--- src/rtl/l2cache_dirty_flush_ctrl.sv ---
// ---------------------------------------------------------------------------
// l2cache_dirty_flush_ctrl
//
// Arbitrates the single port of the L2 dirty table between the L2 main
// pipeline and a flush walker. On flush_req the walker visits every
// (set, way) entry in order. For each dirty entry it issues a writeback,
// waits for the writeback to commit, and then clears the dirty bit. The
// pipeline always has priority on the table port. While the pipeline holds
// the port, the walker stalls in the states that need it.
//
// Ports
//   clk, rst                      clock, synchronous active-high reset
//   flush_req                     start a full flush (accepted in IDLE only)
//   flush_busy / flush_done       walker active / one-cycle completion pulse
//   pipe_valid, pipe_addr,        pipeline access to the dirty table
//   pipe_way, pipe_set1,
//   pipe_set0, pipe_dirty
//   dt_addr, dt_way_select,       dirty table port (combinational read)
//   dt_set1, dt_set0, dt_dirty
//   wb_valid, wb_ready,           writeback request handshake and
//   wb_addr, wb_way, wb_done      completion
// ---------------------------------------------------------------------------
module l2cache_dirty_flush_ctrl #(
   parameter int addr_width = 4,
   parameter int way        = 4
) (
   input  logic                  clk,
   input  logic                  rst,
   input  logic                  flush_req,
   output logic                  flush_busy,
   output logic                  flush_done,
   input  logic                  pipe_valid,
   input  logic [addr_width-1:0] pipe_addr,
   input  logic [1:0]            pipe_way,
   input  logic                  pipe_set1,
   input  logic                  pipe_set0,
   output logic                  pipe_dirty,
   output logic [addr_width-1:0] dt_addr,
   output logic [1:0]            dt_way_select,
   output logic                  dt_set1,
   output logic                  dt_set0,
   input  logic                  dt_dirty,
   output logic                  wb_valid,
   input  logic                  wb_ready,
   output logic [addr_width-1:0] wb_addr,
   output logic [1:0]            wb_way,
   input  logic                  wb_done
);

   localparam int         CW       = addr_width + 2;
   localparam logic [1:0] LAST_WAY = 2'(way - 1);

   typedef enum logic [2:0] {
      S_IDLE,
      S_SCAN,
      S_WB_REQ,
      S_WB_WAIT,
      S_CLEAR,
      S_DONE
   } state_t;

   state_t                state_reg,   state_next;
   logic [CW-1:0]         cnt_reg,     cnt_next;
   logic                  redirty_reg, redirty_next;
   logic [addr_width-1:0] wb_addr_reg, wb_addr_next;
   logic [1:0]            wb_way_reg,  wb_way_next;

   logic [addr_width-1:0] cnt_set;
   logic [1:0]            cnt_way;
   logic                  cnt_last;
   logic [CW-1:0]         cnt_inc;
   logic                  redirty_hit;
   logic                  walker_set0;

   // The counter holds {set, way}. The way field wraps at way-1 rather than
   // at 3, so the walk stays correct when fewer than four ways are built.
   assign cnt_set  = cnt_reg[CW-1:2];
   assign cnt_way  = cnt_reg[1:0];
   assign cnt_last = (cnt_set == '1) && (cnt_way == LAST_WAY);
   assign cnt_inc  = (cnt_way == LAST_WAY) ? {cnt_set + addr_width'(1), 2'b00}
                                           : {cnt_set, cnt_way + 2'd1};

   // A pipeline store that hits the line being written back marks that line
   // dirty again. The final clear is then skipped so the new data is kept.
   assign redirty_hit = pipe_valid && pipe_set1 &&
                        (pipe_addr == wb_addr_reg) && (pipe_way == wb_way_reg);

   always_ff @(posedge clk) begin
      if (rst) begin
         state_reg   <= S_IDLE;
         cnt_reg     <= '0;
         redirty_reg <= 1'b0;
         wb_addr_reg <= '0;
         wb_way_reg  <= '0;
      end else begin
         state_reg   <= state_next;
         cnt_reg     <= cnt_next;
         redirty_reg <= redirty_next;
         wb_addr_reg <= wb_addr_next;
         wb_way_reg  <= wb_way_next;
      end
   end

   always_comb begin
      state_next   = state_reg;
      cnt_next     = cnt_reg;
      redirty_next = redirty_reg;
      wb_addr_next = wb_addr_reg;
      wb_way_next  = wb_way_reg;

      case (state_reg)
         S_IDLE: begin
            if (flush_req) begin
               cnt_next   = '0;
               state_next = S_SCAN;
            end
         end
         S_SCAN: begin
            if (!pipe_valid) begin
               if (dt_dirty) begin
                  wb_addr_next = cnt_set;
                  wb_way_next  = cnt_way;
                  redirty_next = 1'b0;
                  state_next   = S_WB_REQ;
               end else if (cnt_last) begin
                  state_next = S_DONE;
               end else begin
                  cnt_next = cnt_inc;
               end
            end
         end
         S_WB_REQ: begin
            if (redirty_hit) redirty_next = 1'b1;
            if (wb_ready)    state_next   = S_WB_WAIT;
         end
         S_WB_WAIT: begin
            if (redirty_hit) redirty_next = 1'b1;
            if (wb_done)     state_next   = S_CLEAR;
         end
         S_CLEAR: begin
            if (redirty_hit) redirty_next = 1'b1;
            if (!pipe_valid) begin
               if (cnt_last) begin
                  state_next = S_DONE;
               end else begin
                  cnt_next   = cnt_inc;
                  state_next = S_SCAN;
               end
            end
         end
         S_DONE: begin
            state_next = S_IDLE;
         end
         default: begin
            state_next = S_IDLE;
         end
      endcase
   end

   // The walker only writes in CLEAR. The clear is suppressed when the
   // line was re-dirtied during its writeback.
   assign walker_set0 = (state_reg == S_CLEAR) && !redirty_reg;

   // Table port mux. The pipeline wins. Set1 wins over set0.
   assign dt_addr       = pipe_valid ? pipe_addr : cnt_set;
   assign dt_way_select = pipe_valid ? pipe_way  : cnt_way;
   assign dt_set1       = pipe_valid && pipe_set1;
   assign dt_set0       = pipe_valid ? (pipe_set0 && !pipe_set1) : walker_set0;
   assign pipe_dirty    = dt_dirty;

   assign flush_busy = (state_reg != S_IDLE) && (state_reg != S_DONE);
   assign flush_done = (state_reg == S_DONE);
   assign wb_valid   = (state_reg == S_WB_REQ);
   assign wb_addr    = wb_addr_reg;
   assign wb_way     = wb_way_reg;

endmodule

--- config.mk ---
export PLATFORM = sky130hd
export DESIGN_NAME = l2cache_dirty_flush_ctrl
export DESIGN_NICKNAME = d
export VERILOG_FILES = /design/src/rtl/l2cache_dirty_flush_ctrl.sv
export SDC_FILE = /design/constraint.sdc
export NUM_CORES = 1
export LEC_CHECK = 0
export ABC_AREA = 0
export CORE_ASPECT_RATIO = 0.9
export CORE_MARGIN = 1
export CORE_UTILIZATION = 47
export CTS_BUF_LIST = sky130_fd_sc_hd__clkbuf_4 sky130_fd_sc_hd__clkbuf_8
export CTS_CLUSTER_SIZE = 40
export DETAILED_ROUTE_END_ITERATION = 10
export HOLD_SLACK_MARGIN = 0.15
export PLACE_DENSITY = 0.81
export SKIP_CTS_REPAIR_TIMING = 1
export SKIP_LAST_GASP = 1
export SLEW_MARGIN = 15
export SYNTH_ARGS = -nofsm -noshare
export SYNTH_HDL_FRONTEND = slang
export SYNTH_SLANG_ARGS = --single-unit
--- constraint.sdc ---
create_clock -name clk -period 2.7 [get_ports clk]
set_input_delay 0.81 -clock clk [delete_from_list [all_inputs] [get_ports clk]]
set_output_delay 0.81 -clock clk [all_outputs]
set_load 0.01 [all_outputs]
After elaboration in Yosys (flattened, before gate mapping). Index checks and enable logic that the tools add are counted.

Flip-flop bits (word level): 16. Output and inout bits: 18. Logic and storage cells: 68.

Add/sub/neg operators: 2. Eq/ne operators: 19. Multiplexer cells: 23. Bitwise logic cells: 1. Reduce and logical (&&, ||, !) cells: 18.

Operator list (number): $mux W6 (6); $mux W3 (8); $pmux W6 S3 (1); $pmux W3 S5 (1); $ne A2 B2 Y1 const B (6); $logic_and A1 B1 Y1 (7); $eq A3 B2 Y1 const B (2); $eq A3 B3 Y1 const B (2); $ne A3 B3 Y1 const B (2); $reduce_and A6 Y1 (1); $reduce_bool A3 Y1 (2); $reduce_and A5 Y1 (1); $add A4 B1 Y4 const B (1); $eq A4 B4 Y1 (1); $eq A4 B4 Y1 const B (1); $mux W1 (4); $mux W4 (1); $ne A2 B1 Y1 const B (2); $reduce_and A4 Y1 (1); $eq A3 B1 Y1 const B (1); $logic_not A3 Y1 (1); $reduce_and A3 Y1 (1); $reduce_or A3 Y1 (1); $add A2 B1 Y2 const B (1); 7 further kinds (8).

Logic depth before layout (Yosys ltp).
Word-level depth: 6. Depth in mapped cells: 6. Mapped depth without buffers: 5.

Worst setup path before layout. OpenSTA, ideal clock, no wires.

Kind: input-to-output. Start point: in pipe_valid. End point: out dt_addr[0]. Arrival time: 1.481 ns. Setup slack: 0.409 ns. Stages on the path: 2. Buffers on the path: 1. Path through: buf_1 > mux2_2.

Cells in the longest elaborated chain, start to end: 1.

RTL lines: start: declaration (line 32) `input logic pipe_valid,`; $mux W4 (line 165) `assign dt_addr = pipe_valid ? pipe_addr : cnt_set;`; end: declaration (line 38) `output logic [addr_width-1:0] dt_addr,`.

Every way passes these cells.

Worst setup path in the final report.
Start point: in dt_dirty. End point: out pipe_dirty.

RTL lines: start: declaration (line 42) `input logic dt_dirty,`; end: declaration (line 37) `output logic pipe_dirty,`.

No word-level cell between the ends.

==> results.sh <==
export IMPL_cp_slowest_cell="clkdlybuf4s50_1"
export IMPL_wl_met1_um=1235
export IMPL_syn2layout_area_growth_pct=48.19
export IMPL_drc_errors=0
export IMPL_num_vias=1083
export IMPL_async_flop_share_pct=0
export IMPL_drive_gt1_share_pct=17.26
export IMPL_n_antenna_cell=0
export IMPL_synth_avg_cell_area_sq_um=8.443
export IMPL_relSlewSlack_pct=61.93
export IMPL_core_sq_mm=0.001989
export IMPL_period_minus_slack_ps=2661
export IMPL_clock_skew_ps=5.998
export IMPL_cts_tree="yes"
export IMPL_syn_nets=140
export IMPL_antenna_found_initial=0
export IMPL_syn_instance_count=123
export IMPL_ys_seq_elements=16
export IMPL_maxSlewViolCount=0
export IMPL_grt_max_degree=13
export IMPL_critical_path_top_cell_by_count="clkdlybuf4s50_1"
export IMPL_clock_sinks=16
export IMPL_place_gp_congestion=0.8421
export IMPL_layout_cells_non_filler=193
export IMPL_place_ws_ps=-420.2
export IMPL_wl_per_cell_um=15.06
export IMPL_min_period_over_period_pct=98.55
export IMPL_ff_latch_area_sq_um=320.3
export IMPL_rsz0062_at_grt="no"
export IMPL_finalSetupViolations=0
export IMPL_fin_tns_setup_ps=0
export IMPL_outcome="complete, no violations"
export IMPL_yosysMostFrequentCell="dfxtp_1"
export IMPL_top_layer="met4"
export IMPL_cts_buffers=3
export IMPL_wl_met3_um=166
export IMPL_max_slew_worst_pin_slew_ps=569.4
export IMPL_synth_warnings=0
export IMPL_drt_initial_drc_count=37
export IMPL_hold_viol_final=0
export IMPL_grt_pass1_vias=968
export IMPL_fp_dieH_um=46.60
export IMPL_grt_usage_pct=26.27
export IMPL_grt_pass1_wl_um=4491
export IMPL_arrival_ps=1850
export IMPL_sequentialPowerShare_pct=36.5
export IMPL_cp_data_required_time_ps=1890
export IMPL_endpoint_kind="primary output"
export IMPL_power_density_mw_per_mm2=490.2
export IMPL_fmax_mhz=375.8
export IMPL_p_clk_share_pct=21.9
export IMPL_io_pins=33
export IMPL_cp_start_kind="primary input"
export IMPL_power_leakage_nw=0.7325
export IMPL_pwr_share_comb_pct=41.6
export IMPL_path_cells="clkdlybuf4s50_1, clkdlybuf4s50_1"
export IMPL_hold_class="reg2reg"
export IMPL_synth_area_sq_mm=0.001038
export IMPL_ys_seq_area_share_pct=30.84
export IMPL_io_buffer_count=32
export IMPL_p_int_mw=0.4978
export IMPL_postRouteWirelength_um=2906
export IMPL_yosys_cell_types_count=39
export IMPL_die_x_um=51.55
export IMPL_die_area_sq_mm=0.002402
export IMPL_max_cap_violations=0
export IMPL_n_fill_cell=152
export IMPL_largest_reg_flops=6
export IMPL_clk_pin_slew_ps=100
export IMPL_yosys_area_top_type="dfxtp_1"
export IMPL_synth_top_area_share_pct=30.84
export IMPL_insertion_delay_ps=290
export IMPL_ant_nets=0
export IMPL_routed_wl_met2_um=1480
export IMPL_dp_final_hpwl_um=2166
export IMPL_power_mw=0.7544
export IMPL_htreeDepth=1
export IMPL_synthTopCellsByCount="dfxtp_1 (16), nor2_1 (11), a21oi_1 (9)"
export IMPL_rows=15
export IMPL_post_place_cells=189
export IMPL_initial_core_util_pct=52.20
export IMPL_hold_ws_ps=492.3
export IMPL_clock_path_buffers=2
export IMPL_worst_path_buf_inv=2
export IMPL_path_delay_family="buffers and inverters"
export IMPL_vdd_drop_max_mv=0.4408
export IMPL_drt_pass1_iter_count=4
export IMPL_vias_per_cell=5.611
export IMPL_multi_input_area_sq_um=661.9
export IMPL_synth_edff_count=0
export IMPL_fin_nets=186
export IMPL_p_switching_mw=0.2566
export IMPL_synth_flop_cell="dfxtp_1"
export IMPL_cts_root_buf="clkbuf_4"
export IMPL_grt_ovfl_total=0
export IMPL_p_sw_share_pct=34.02
export IMPL_synthTopCellsByArea="dfxtp_1 (31%), mux2i_1 (6.7%), mux2_2 (6.5%), xnor2_1 (5.9%), nand2b_1 (4.8%)"
export IMPL_path_class="in2out"
export IMPL_crit_fanout=3
export IMPL_layout_setup_ws_ps=39.06
export IMPL_slowest_delay_ps=540
==> power by group through the flow <==
stage,Sequential [mW],Clock [mW],Combinational [mW]
detailed placement,0.279,0,0.311
global placement,0.278,0,0.303
floorplan,0.263,0,0.205
finish,0.275,0.165,0.314
CTS,0.275,0.166,0.315
global route,0.278,0.177,0.337
==> cell families (layout without fill, tap and decap cells) <==
kind of cell | after synthesis | count (layout) | share of synthesized area, %
buffers and inverters | 12 | 57 | 5.421
AND/OR/NAND/NOR | 45 | 45 | 24.10
flip-flops | 16 | 16 | 30.84
XOR/XNOR | 7 | 7 | 5.904
AO/OA/AOI/OAI | 28 | 28 | 18.07
adder cells (fa/ha/maj) | 2 | 2 | 2.409
multiplexers | 13 | 13 | 13.25
==> cells in the final DEF (no fill, tap or decap), drive strengths merged, types with 2 or more instances in the layout <==
cell            n
a31oi           2
buf            17
or2b            2
o21ai           4
dlymetal6s2s    9
nor2b           2
nor3            2
nand2           4
clkdlybuf4s50  23
nand2b          8
a21o            3
dfxtp          16
mux2i           7
xnor2           7
o32ai           3
a21oi           9
inv             4
nand3           5
nand4           2
mux2            6
ha              2
nor2           11
clkbuf          4
==> metal layers <==
layer / up-vias / GRT usage [%]
li1: 537 / -
met1: 500 / 31.68
met2: 42 / 47.53
met3: 4 / 7.261
met4: 0 / 4.324
met5: - / 0
==> worst paths after layout <==
| path | endpoint | cells after the start | start | slack, ps |
|---|---|---|---|---|
| max reg2reg | cnt_reg[2]$_SDFFE_PP0P_ | 7 | state_reg[0]$_SDFFE_PP0P_ | 560 |
| min | redirty_reg$_SDFFE_PP0P_ | 2 | redirty_reg$_SDFFE_PP0P_ | 490 |
| min reg2reg | redirty_reg$_SDFFE_PP0P_ | 2 | redirty_reg$_SDFFE_PP0P_ | 490 |
| max | pipe_dirty | 2 | dt_dirty | 40 |
==> layout make-up <==
cell class	count	area share, %
inverters	4	0.9756
clock buffers	4	2.358
well taps	25	2.033
flip-flops and latches	16	20.81
multi-input cells	95	43.01
repair buffers	49	30.81
==> per-stage QoR <==
step	utilization [%]	cell area, sq um
6_report	77.36	1539
5_1_grt	77.36	1539
4_1_cts	76.04	1513
3_5_place_dp	74.21	1476
3_3_place_gp	74.21	1476
2_1_floorplan	-	1039
==> worst reg2reg max path, cell delays in order (launching register included) <==
cell and delay (ps):
dfxtp_1 450, buf_4 190, or3b_4 390, buf_4 150, a2111oi_0 450, buf_4 200
nand2_1 80, o22ai_1 170
(Power assumes the default switching activity.)
